## config.mk

```make
export PLATFORM = sky130hd
export DESIGN_NAME = route_data_deser
export DESIGN_NICKNAME = d
export VERILOG_FILES = /design/src/rtl/route_data_deser_pkg.sv /design/src/rtl/route_data_deser_fifo.sv /design/src/rtl/route_data_deser.sv
export SDC_FILE = /design/constraint.sdc
export NUM_CORES = 1
export LEC_CHECK = 0
export CORE_MARGIN = 1
export CORE_UTILIZATION = 45
export CTS_CLUSTER_SIZE = 20
export DETAILED_ROUTE_END_ITERATION = 10
export HOLD_SLACK_MARGIN = 0.02
export PLACE_DENSITY = 0.65
export SYNTH_ARGS = -nofsm -noshare
export SYNTH_HDL_FRONTEND = slang
export SYNTH_HIERARCHICAL = 1
export SYNTH_SLANG_ARGS = --single-unit
```

## constraint.sdc

```tcl
create_clock -name clk_40MHz -period 4 [get_ports clk_40MHz]
set_input_delay 0.8 -clock clk_40MHz [delete_from_list [all_inputs] [get_ports clk_40MHz]]
set_output_delay 0.8 -clock clk_40MHz [all_outputs]
set_load 0.01 [all_outputs]
```

## src/rtl/route_data_deser_pkg.sv

```systemverilog
// Shared definitions for the route-word deserializer: word width, FSM encoding
// and saturating counter helpers.
package route_data_deser_pkg;

  localparam int ROUTE_WORD_W = 28;

  localparam logic [7:0]  CNT8_MAX  = 8'hFF;

  typedef enum logic {
    ST_IDLE  = 1'b0,
    ST_SHIFT = 1'b1
  } route_state_e;

  function automatic logic [7:0] sat_inc8(input logic [7:0] v);
    return (v == CNT8_MAX) ? v : v + 8'd1;
  endfunction

endpackage

```

## src/rtl/route_data_deser_fifo.sv

```systemverilog
// Synchronous FIFO with wrap-bit pointers; pops land in a registered read port.
// i_push / i_pop arrive already qualified against full/empty by the caller.
module route_sync_fifo #(
  parameter int WIDTH = 28,
  parameter int DEPTH = 8
) (
  input  logic                     i_clk,
  input  logic                     i_rst_n,
  input  logic                     i_push,
  input  logic [WIDTH-1:0]         i_push_data,
  input  logic                     i_pop,
  output logic [WIDTH-1:0]         o_rd_data,
  output logic                     o_rd_valid,
  output logic                     o_empty,
  output logic                     o_full,
  output logic [$clog2(DEPTH):0]   o_level
);

  localparam int AW = $clog2(DEPTH);

  logic [WIDTH-1:0] r_mem [DEPTH];
  logic [AW:0]      r_wr_ptr;
  logic [AW:0]      r_rd_ptr;
  logic [WIDTH-1:0] r_rd_data;
  logic             r_rd_valid;

  always_ff @(posedge i_clk) begin
    if (i_push) r_mem[r_wr_ptr[AW-1:0]] <= i_push_data;
  end

  always_ff @(posedge i_clk or negedge i_rst_n) begin
    if (!i_rst_n) begin
      r_wr_ptr   <= '0;
      r_rd_ptr   <= '0;
      r_rd_data  <= '0;
      r_rd_valid <= 1'b0;
    end else begin
      r_rd_valid <= i_pop;
      if (i_push) r_wr_ptr <= r_wr_ptr + 1'b1;
      if (i_pop) begin
        r_rd_ptr  <= r_rd_ptr + 1'b1;
        r_rd_data <= r_mem[r_rd_ptr[AW-1:0]];
      end
    end
  end

  assign o_rd_data  = r_rd_data;
  assign o_rd_valid = r_rd_valid;
  assign o_empty    = (r_wr_ptr == r_rd_ptr);
  assign o_full     = (r_wr_ptr[AW] != r_rd_ptr[AW]) &&
                      (r_wr_ptr[AW-1:0] == r_rd_ptr[AW-1:0]);
  assign o_level    = r_wr_ptr - r_rd_ptr;

endmodule

```

## src/rtl/route_data_deser.sv

```systemverilog
// Rebuilds MSB-first route words from the serial readout link and queues them
// for the framing logic; tracks accepted, truncated and dropped words.
module route_data_deser
  import route_data_deser_pkg::*;
#(
  parameter int WORD_W     = ROUTE_WORD_W,
  parameter int FIFO_DEPTH = 8
) (
  input  logic                          clk_40MHz,
  input  logic                          rst_n,
  input  logic                          valid_in,
  input  logic                          route_data_in,
  input  logic                          rd_en,
  output logic [WORD_W-1:0]             rd_data,
  output logic                          rd_valid,
  output logic                          fifo_empty,
  output logic                          fifo_full,
  output logic [$clog2(FIFO_DEPTH):0]   fifo_level,
  output logic [15:0]                   word_cnt,
  output logic [7:0]                    frame_err_cnt,
  output logic [7:0]                    overflow_cnt,
  output route_state_e                  dbg_state
);

  localparam int CW = $clog2(WORD_W + 1);

  route_state_e      r_state;
  route_state_e      w_state_nxt;
  logic [CW-1:0]     r_bit_cnt;
  logic [CW-1:0]     w_cnt_nxt;
  logic [WORD_W-1:0] r_shift;
  logic              r_push_valid;
  logic              w_shift_en;
  logic              w_word_done;
  logic              w_frame_err;
  logic              w_pop;
  logic              w_push;
  logic [15:0]       r_word_cnt;
  logic [7:0]        r_frame_err_cnt;
  logic [7:0]        r_overflow_cnt;

  always_comb begin
    w_state_nxt = r_state;
    w_cnt_nxt   = r_bit_cnt;
    w_shift_en  = 1'b0;
    w_word_done = 1'b0;
    w_frame_err = 1'b0;
    case (r_state)
      ST_IDLE: begin
        if (valid_in) begin
          w_shift_en  = 1'b1;
          w_cnt_nxt   = CW'(1);
          w_state_nxt = ST_SHIFT;
        end
      end
      ST_SHIFT: begin
        if (valid_in) begin
          w_shift_en = 1'b1;
          if (r_bit_cnt == CW'(WORD_W - 1)) begin
            w_word_done = 1'b1;
            w_cnt_nxt   = '0;
            w_state_nxt = ST_IDLE;
          end else begin
            w_cnt_nxt = r_bit_cnt + 1'b1;
          end
        end else begin
          w_frame_err = 1'b1;
          w_cnt_nxt   = '0;
          w_state_nxt = ST_IDLE;
        end
      end
      default: begin
        w_cnt_nxt   = '0;
        w_state_nxt = ST_IDLE;
      end
    endcase
  end

  always_ff @(posedge clk_40MHz or negedge rst_n) begin
    if (!rst_n) begin
      r_state      <= ST_IDLE;
      r_bit_cnt    <= '0;
      r_shift      <= '0;
      r_push_valid <= 1'b0;
    end else begin
      r_state      <= w_state_nxt;
      r_bit_cnt    <= w_cnt_nxt;
      r_push_valid <= w_word_done;
      if (w_shift_en) r_shift <= {r_shift[WORD_W-2:0], route_data_in};
    end
  end

  // The completed word is written from r_shift one edge later; that same edge
  // may already shift in the next word's MSB, but the write sees the old value.
  assign w_pop  = rd_en && !fifo_empty;
  assign w_push = r_push_valid && (!fifo_full || w_pop);

  always_ff @(posedge clk_40MHz or negedge rst_n) begin
    if (!rst_n) begin
      r_word_cnt      <= '0;
      r_frame_err_cnt <= '0;
      r_overflow_cnt  <= '0;
    end else begin
      if (w_push) r_word_cnt <= r_word_cnt + 16'd1;
      if (r_push_valid && !w_push) r_overflow_cnt <= sat_inc8(r_overflow_cnt);
      if (w_frame_err) r_frame_err_cnt <= sat_inc8(r_frame_err_cnt);
    end
  end

  route_sync_fifo #(
    .WIDTH (WORD_W),
    .DEPTH (FIFO_DEPTH)
  ) u_fifo (
    .i_clk       (clk_40MHz),
    .i_rst_n     (rst_n),
    .i_push      (w_push),
    .i_push_data (r_shift),
    .i_pop       (w_pop),
    .o_rd_data   (rd_data),
    .o_rd_valid  (rd_valid),
    .o_empty     (fifo_empty),
    .o_full      (fifo_full),
    .o_level     (fifo_level)
  );

  assign word_cnt      = r_word_cnt;
  assign frame_err_cnt = r_frame_err_cnt;
  assign overflow_cnt  = r_overflow_cnt;
  assign dbg_state     = r_state;

endmodule

```

==> run_results.csv <==
group,metric,value,unit
floorplan,rows,61,
drt,ant_nets,0,
floorplan,initial_core_util,0.4635,
synth,async_flop_share,0.3171,
grt,antenna_found_initial,0,
sta,worst_slack,0.6400,ns
sta,min_period,3.360,ns
drt,routedWlPerCell,19.14,µm
synth,synth-seq-cells,328,
floorplan,die_w,172.1,µm
clock_network,cts-root-buf,"clkbuf_16",
worst_setup_path,startpoint_type,"register",
floorplan,ios,73,
clock_network,h-tree-depth,2,
sta,skew,0.01435,ns
clock_network,cts_buffer_depth,3,
finish,fin_nets,928,
clock_network,ctsResizeCount,0,
synth,synth_edf_count,224,
sta,worst_pin_slew,1.029,ns
synth,ys_types,46,
synth,synthCells,815,
sta,slew_violations,0,
drt,vias,7003,
worst_setup_path,rrSetupSlack,0.95,ns
grt,grt_max_degree,61,
clock_network,cts_tree,"built",
place,place.gp.congestion,0.7218,
floorplan,dieArea,0.02962,mm²
sta,period_share,0.8400,
place,pre_cts_ws,0.8817,ns
drt,wirelength,25210,µm
drt,drc,0,
worst_setup_path,worstSetupEndpointType,"primary output",
worst_hold_path,hp-class,"in2async",
sta,grt_setup_unrepaired,"no",
pwr,p_leak,0.005919,µW
clock_network,cts_sinks,328,
finish,final_cells,1317,
worst_setup_path,crit_type,"reg2out",
pwr,powerDensity,677.5,mW/mm²
finish,final_cell_mix,"edfxtp_1, mux2i_1, dfrtp_1",
worst_setup_path,cp_max_fo,7,
place,placedCellCount,1254,
synth,syn_nets,830,
clock_network,cts_inserted_buffers,35,
grt,grt.total_usage,0.1803,
place,place_hpwl,14180,µm
floorplan,coreArea,0.02809,mm²
synth,netlist_area,0.01302,mm²
finish,layout-drive-gt1-share,0.1395,
worst_setup_path,cp.arrival,2.56,ns
drt,drt-initial-drc-count,505,
synth,postSynthAreaPerCell,15.97,µm²
synth,yosysWarningCount,6,
clock_network,hold_buffers,0,
synth,ys.flop_type,"edfxtp_1",
synth,yosysSeqAreaShare,0.7166,
sta,fmax,297.6,MHz
drt,via_per_inst,5.317,
floorplan,die_h,172.1,µm
clock_network,clkTransAtPathRegs,0.06,ns
drt,first_pass_iters,4,
worst_setup_path,required,3.20,ns
finish,final_common_cell,"edfxtp_1",
finish,antennaDiodeCount,0,
sta,slew_headroom,0.3142,
clock_network,clock_latency,0.50,ns
clock_network,cts.repair_timing.setup_buffer_count,0,
flow_run,maxCapViolations,0,
sta,hold_violations,0,
grt,grt_pass1_vias,7219,
status,status,"completed",
finish,areaGrowthSynthToFinish,17.72,%
grt,gr-total-overflow,0,
pwr,vdd_drop_max,0.3653,mV
grt,grt_first_pass_wirelength,40260,µm
place,portBuffers,72,
sta,final-setup-viol-count,0,
==> per-stage QoR <==
step           area [µm²]    util  TNS (ns)  hold slack, ns  total power [µW]
2_1_floorplan       13020       -    -10.32          0.4607              6339
3_3_place_gp        14160  0.5043         0          0.4667              7221
3_5_place_dp        14160  0.5043         0          0.4678              7256
4_1_cts             15330  0.5457         0          0.3685             10510
5_1_grt             15330  0.5457         0          0.3782             10920
6_report            15330  0.5457         0          0.3294             10380
==> synthesized netlist by cell type, types with 2 or more instances <==
cell type | number | area [µm²]
mux2_2 | 32 | 360.4
xnor2_1 | 21 | 183.9
a22o_1 | 2 | 17.52
nor3_1 | 3 | 15.01
edfxtp_1 | 224 | 6726
a22oi_1 | 56 | 420.4
and2_1 | 2 | 12.51
ha_1 | 9 | 112.6
buf_2 | 15 | 75.07
buf_4 | 9 | 67.56
and4_1 | 6 | 52.55
nor2_1 | 13 | 48.80
dfrtp_1 | 104 | 2603
o21a_1 | 2 | 15.01
nor2b_1 | 3 | 18.77
nor3b_1 | 2 | 15.01
nand3_1 | 39 | 195.2
xor2_1 | 12 | 105.1
clkbuf_1 | 4 | 15.01
nand2_1 | 25 | 93.84
buf_12 | 2 | 40.04
mux2i_1 | 114 | 1141
o21ai_1 | 28 | 140.1
buf_8 | 3 | 45.04
and3_1 | 9 | 56.30
inv_1 | 37 | 138.9
a21oi_1 | 6 | 30.03
o21ai_0 | 5 | 25.02
buf_6 | 2 | 22.52
nand4_1 | 10 | 62.56
==> final cells by class <==
| class | instances | area (µm²) |
|---|---|---|
| Fill cell | 2316 | 12760 |
| Sequential cell | 328 | 9333 |
| Multi-Input combinational cell | 415 | 3326 |
| Clock buffer | 47 | 1003 |
| Timing Repair Buffer | 96 | 893.4 |
| Tap cell | 378 | 473.0 |
| Clock inverter | 16 | 158.9 |
| Inverter | 37 | 138.9 |
==> worst max-delay path: stages (launching register included) <==
cell             delay, ns
dfrtp_1               0.48
inv_1                 0.11
ha_1                  0.32
nand3_1               0.10
nor2b_1               0.41
clkdlybuf4s50_1       0.64
==> registers in the layout, indices dropped and copies added, names as in the netlist, 4 cells and up <==
register and cells:
u_fifo/r_rd_ptr 4, u_fifo/r_wr_ptr 4, r_shift 28, r_bit_cnt 5, u_fifo/o_rd_data 28, u_fifo/r_mem 224, word_cnt 16, frame_err_cnt 8
overflow_cnt 8
==> power breakdown <==
part	internal [µW]	switching, µW
Sequential	4240	439
Clock	1960	1270
Combinational	1180	1290
==> path summary, 6_finish.rpt <==
path | to | from | depth (start not counted)
max | fifo_full | u_fifo/r_wr_ptr[0] | 5
min | u_fifo/o_rd_data[17] | rst_n | 1
max reg2reg | u_fifo/r_mem[3][0] | u_fifo/r_wr_ptr[0] | 10
min reg2reg | word_cnt[15] | word_cnt[15] | 1
max in group asynchronous | u_fifo/o_rd_valid | rst_n | 2
min in group clk_40MHz | word_cnt[15] | word_cnt[15] | 1
==> kinds of logic after synthesis <==
kind of cell | synth area share
AOI/OAI and AO/OA | 0.05555
xor gates and xnor gates | 0.02220
adders and majority gates | 0.01019
buffers and inverters | 0.03104
DFF | 0.7166
muxes | 0.1153
and+or+nand+nor | 0.04911
==> routing by layer <==
| metal | up-vias | track usage | share of wire |
|---|---|---|---|
| met5 | - | 0 | 0 |
| met4 | 0 | 0.04886 | 0.016 |
| met3 | 30 | 0.03479 | 0.058 |
| met2 | 154 | 0.2937 | 0.48 |
| met1 | 3546 | 0.2476 | 0.44 |
| li1 | 3273 | - | - |
No activity file was read; power rests on OpenSTA's default activity.
